==> src/rtl/fetch_stall_ctrl.sv <==
// Fetch-side pipeline control: PC, dual-issue IF/ID register and ID/EX control bubble,
// driven by hazard-unit stall requests and ID-stage branch redirects. Optional STALL_CNT_EN adds a stall counter.
module fetch_stall_ctrl #(
    parameter int PC_W     = 8,
    parameter int INST_W   = 16,
    parameter int CTRL_W   = 8,
    parameter int RESET_PC = 0
) (
    input  logic              clk,
    input  logic              rst_n,
    input  logic              PCWrite,
    input  logic              IF_ID_Write,
    input  logic              CntrlSel,
    input  logic              BranchTaken,
    input  logic [PC_W-1:0]   BranchTarget,
    input  logic [INST_W-1:0] imem_inst1,
    input  logic [INST_W-1:0] imem_inst2,
    input  logic [CTRL_W-1:0] ID_ctrl,
    output logic [PC_W-1:0]   PC,
    output logic [INST_W-1:0] IF_ID_inst1,
    output logic [INST_W-1:0] IF_ID_inst2,
    output logic [PC_W-1:0]   IF_ID_PC,
    output logic              IF_ID_Valid,
    output logic [CTRL_W-1:0] ID_EX_ctrl,
    output logic              ID_EX_Valid,
    output logic [1:0]        fetch_state
`ifdef STALL_CNT_EN
    ,
    output logic [15:0]       stall_cnt
`endif
);

    typedef enum logic [1:0] {
        ST_BOOT  = 2'd0,
        ST_RUN   = 2'd1,
        ST_STALL = 2'd2,
        ST_FLUSH = 2'd3
    } state_t;

    state_t              r_state;
    state_t              w_state_nxt;
    logic [PC_W-1:0]     r_pc;
    logic [INST_W-1:0]   r_if_inst1;
    logic [INST_W-1:0]   r_if_inst2;
    logic [PC_W-1:0]     r_if_pc;
    logic                r_if_valid;
    logic [CTRL_W-1:0]   r_ex_ctrl;
    logic                r_ex_valid;
    logic                w_boot;
    logic                w_redirect;

    assign w_boot     = (r_state == ST_BOOT);
    // A taken branch only counts when the PC is allowed to move.
    assign w_redirect = PCWrite & BranchTaken;

    // NOTE: every signal assigned in always_comb gets a default first, so no path can infer a latch.
    always_comb begin
        w_state_nxt = ST_RUN;
        if (!w_boot) begin
            if (w_redirect)
                w_state_nxt = ST_FLUSH;
            else if (!PCWrite)
                w_state_nxt = ST_STALL;
        end
    end

    // NOTE: sequential state uses non-blocking assignments so all registers update from pre-edge values.
    always_ff @(posedge clk or negedge rst_n) begin
        if (!rst_n)
            r_state <= ST_BOOT;
        else
            r_state <= w_state_nxt;
    end

    always_ff @(posedge clk or negedge rst_n) begin
        if (!rst_n) begin
            r_pc <= PC_W'(RESET_PC);
        end else if (!w_boot && PCWrite) begin
            if (BranchTaken)
                r_pc <= BranchTarget;
            else
                r_pc <= r_pc + PC_W'(2);
        end
    end

    // Redirect flushes the wrong-path pair but keeps IF_ID_PC as it was.
    always_ff @(posedge clk or negedge rst_n) begin
        if (!rst_n) begin
            r_if_inst1 <= '0;
            r_if_inst2 <= '0;
            r_if_pc    <= '0;
            r_if_valid <= 1'b0;
        end else if (!w_boot) begin
            if (w_redirect) begin
                r_if_inst1 <= '0;
                r_if_inst2 <= '0;
                r_if_valid <= 1'b0;
            end else if (IF_ID_Write) begin
                r_if_inst1 <= imem_inst1;
                r_if_inst2 <= imem_inst2;
                r_if_pc    <= r_pc;
                r_if_valid <= 1'b1;
            end
        end
    end

    always_ff @(posedge clk or negedge rst_n) begin
        if (!rst_n) begin
            r_ex_ctrl  <= '0;
            r_ex_valid <= 1'b0;
        end else if (w_boot || CntrlSel || !r_if_valid) begin
            r_ex_ctrl  <= '0;
            r_ex_valid <= 1'b0;
        end else begin
            r_ex_ctrl  <= ID_ctrl;
            r_ex_valid <= 1'b1;
        end
    end

`ifdef STALL_CNT_EN
    logic [15:0] r_stall_cnt;

    always_ff @(posedge clk or negedge rst_n) begin
        if (!rst_n)
            r_stall_cnt <= '0;
        else if (!w_boot && !PCWrite && (r_stall_cnt != 16'hFFFF))
            r_stall_cnt <= r_stall_cnt + 16'd1;
    end

    assign stall_cnt = r_stall_cnt;
`endif

    assign PC          = r_pc;
    assign IF_ID_inst1 = r_if_inst1;
    assign IF_ID_inst2 = r_if_inst2;
    assign IF_ID_PC    = r_if_pc;
    assign IF_ID_Valid = r_if_valid;
    assign ID_EX_ctrl  = r_ex_ctrl;
    assign ID_EX_Valid = r_ex_valid;
    assign fetch_state = r_state;

endmodule
==> config.mk <==
export PLATFORM = sky130hd
export DESIGN_NAME = fetch_stall_ctrl
export DESIGN_NICKNAME = d
export VERILOG_FILES = /design/src/rtl/fetch_stall_ctrl.sv
export SDC_FILE = /design/constraint.sdc
export NUM_CORES = 1
export LEC_CHECK = 0
export BUFFER_PORTS_ARGS = -buffer_cell sky130_fd_sc_hd__buf_2
export CORE_MARGIN = 8
export CORE_UTILIZATION = 41
export DETAILED_ROUTE_END_ITERATION = 8
export MAX_ROUTING_LAYER = met4
export PLACE_DENSITY = 0.75
export SYNTH_ARGS = -nofsm -noshare
export SYNTH_HDL_FRONTEND = slang
export SYNTH_SLANG_ARGS = --single-unit
==> constraint.sdc <==
create_clock -name clk -period 1.5 [get_ports clk]
set_clock_uncertainty 0.15 [all_clocks]
set_input_delay 0.15 -clock clk [delete_from_list [all_inputs] [get_ports clk]]
set_output_delay 0.15 -clock clk [all_outputs]
set_load 0.1 [all_outputs]
==> impl_metrics.toml <==
[status]
outcome = "complete, but fails checks"
violations = "negative setup slack"

[global_routing]
grt_max_degree = 27
antenna_found_initial = 0
track_usage_pct = 18.4
grt_pass1_wl_microns = 12100
grt_pass1_vias = 2353
gr-total-overflow = 0

[timing]
worst_slew_pin_slew_ns = 0.512
relSlewSlack_pct = 66.1
fin_crit_ns = 1.55
slew_violations = 0
rsz0062_at_grt = "yes"
setup_viol = 33
fin_ws_ns = -0.0532
fmax_ghz = 0.644
hold_violations = 0
fin_hold_ws_ns = 0.0316
min_period_over_period_pct = 104

[clocking]
h-tree-depth = 3
cts_buffers = 9
cts_tree = "built"
clock_latency_ns = 0.32
root_buffer = "clkbuf_8"
clock-sinks = 60
clkTransAtPathRegs_ns = 0.07
ctsLongestPathBuffers = 2

[setup_path]
crit_arrival_ns = 1.62
critPathMaxFanout = 8
cp_top_family = "flip-flops"
slowest_delay_ns = 0.43
crit_required_ns = 1.56
critPathLaunch = "fetch_state[0]$_DFF_PN0_"
regToRegStartpoint = "fetch_state[0]$_DFF_PN0_"
worstSetupPathType = "flop to flop"
critPathLaunchType = "flop"
crit_path_end_kind = "flop"
path_cells = "nor2_4, buf_6, or2_4, clkbuf_16, a22o_1"
cp_num_buf_inv = 2
slowest_stage = "dfrtp_4"

[die]
ios = 114
dieArea_sq_mm = 0.00844
die_w_microns = 91.9
core_sq_mm = 0.00554
dieHeight_microns = 91.9
start_util_pct = 42.6
rows = 27

[pwr]
power_w = 0.00635
powerDensity_mw_per_mm2 = 1570
peakVddDrop_v = 0.00131
p_leak_nw = 2.06

[detailed_routing]
drt_iter0_markers = 62
wire_per_inst_microns = 18.2
dr_total_vias = 2142
detail-route-antenna-nets = 0
vias_per_cell = 4.99
drc_errors = 0
first_pass_iters = 4
routed_wl_microns = 7810

[flow_run]
cap_violations = 0

[finish]
final_util_pct = 73.1
fin_nets = 407
n_antenna_cell = 0
area_growth_syn_to_layout_pct = 71.7
layout_commonest_cell = "buf_2"
nFillCells = 387
drive_gt1_share_pct = 49.6
mostFrequentLayoutCells = "105 x buf_2, 50 x dfrtp_1, 48 x dlygate4sd3_1, 32 x a22o_1, 11 x buf_4"

[synthesis]
synth_ff_type = "dfrtp_1"
synthesis.nets = 226
syn_inst = 171
ys_seq_area_share_pct = 63.6
synth_edf_count = 0
synthArstFlopShare_pct = 100
syn_area_sq_mm = 0.00236
synth_fa_ha_area_share_pct = 0.530
ys_types = 34
postSynthAreaPerCell_sq_um = 13.8
synth_mux_area_share_pct = 6.73
synth.ff_latch_count = 60
synth-simple-area-share_pct = 6.95
yosysWarningCount = 0
synth-compound-area-share_pct = 18.1
synthXorXnorAreaFrac_pct = 0
synth_top_family_by_area = "compound AO/OA/AOI/OAI gates"

[place]
dpl.hpwl_microns = 4610
gp_congestion = 0.818
port_buffers = 113
dp_slack_ns = -0.137

[min_path]
holdCritStartpoint = "BranchTarget[5]"
hold_class = "input port to flop"
cell usage after synthesis (2+ instances only):
library cell	number	area [sq um]
nand3_1	2	10.0
o21ai_0	8	40.0
inv_1	2	7.51
nand2_1	4	15.0
buf_6	5	56.3
a21oi_1	3	15.0
a211oi_1	2	15.0
and2_1	10	62.6
mux2_4	7	105
a22o_1	32	280
mux2_2	3	33.8
nor2_1	6	22.5
buf_2	5	25.0
dfrtp_1	60	1500
a31oi_1	2	12.5
mux2i_1	2	20.0
registers in the layout (all words and copies together), names as in the netlist:
| register | flops |
|---|---|
| ID_EX_ctrl | 8 |
| IF_ID_inst1 | 16 |
| PC | 8 |
| IF_ID_Valid | 1 |
| IF_ID_PC | 8 |
| IF_ID_inst2 | 16 |
| fetch_state | 2 |
| ID_EX_Valid | 1 |
path summary, 6_finish.rpt:
kind / slack, ns / cells past startpoint / end
worst max register to register: -0.05 / 5 / IF_ID_inst2[13]$_DFFE_PN0P_
worst min-delay path: 0.03 / 4 / PC[5]$_DFFE_PN0P_
min in group asynchronous: 0.06 / 2 / IF_ID_PC[2]$_DFFE_PN0P_
worst max-delay path: -0.05 / 5 / IF_ID_inst2[13]$_DFFE_PN0P_
worst min register to register: 0.36 / 1 / IF_ID_inst1[5]$_DFFE_PN0P_
max in group asynchronous: 0.52 / 3 / IF_ID_Valid$_DFFE_PN0P_
routing by layer:
layer,global-route usage (%),up-vias,wire length [microns]
met5,-,-,0
met3,5.13,11,510
li1,-,997,-
met4,5.64,0,82
met1,21.9,1051,3340
met2,29.6,83,3870
logic make-up (layout without fill, tap and decap cells):
| group | count (synthesis) | after routing |
|---|---|---|
| AOI/OAI and AO/OA | 55 | 55 |
| adders and majority gates | 1 | 1 |
| buffers and inverters | 13 | 198 |
| DFF | 60 | 60 |
| muxes | 12 | 12 |
| and+or+nand+nor | 30 | 31 |
worst reg2reg max path, delay by kind of cell (launching register included):
family | cells | cell delay [ns]
and+or+nand+nor | 2 | 0.35
AOI/OAI and AO/OA | 1 | 0.21
DFF | 1 | 0.43
buffers and inverters | 2 | 0.30
final cells by class:
| class | count | area (sq um) | share of cell area, % |
|---|---|---|---|
| Sequential cell | 60 | 1530 | 37.7 |
| Timing Repair Buffer | 180 | 1420 | 35.0 |
| Multi-Input combinational cell | 99 | 827 | 20.4 |
| Clock buffer | 11 | 131 | 3.24 |
| Tap cell | 72 | 90.1 | 2.22 |
| Clock inverter | 5 | 52.6 | 1.30 |
| Inverter | 2 | 7.51 | 0.185 |
report_power, final:
group          total, W  leakage, nW  internal [W]  switching, W
clock           0.00138       0.0931      0.000760      0.000617
sequential      0.00205        0.748       0.00187      0.000184
combinational   0.00292         1.22      0.000746       0.00218
stage by stage:
stage | TNS [ns] | cell area, sq um | std cells
after global routing | -2.28 | 4050 | 429
final | -0.983 | 4050 | 429
after global placement | -3.63 | 3200 | 358
after detailed placement | -5.02 | 3200 | 358
after CTS | -1.42 | 3960 | 426
after floorplan | -9.26 | 2410 | 171
what timing repair did:
item                                   4_1_cts  5_1_grt
resized for setup                            9        5
cloned                                       3        3
hold buffers                                48        0
setup endpoints to repair                   51       52
pin swaps                                   10       23
endpoints found under the hold margin      107        0
buffers inserted                             1        0
No activity file was read; power rests on OpenSTA's default activity.
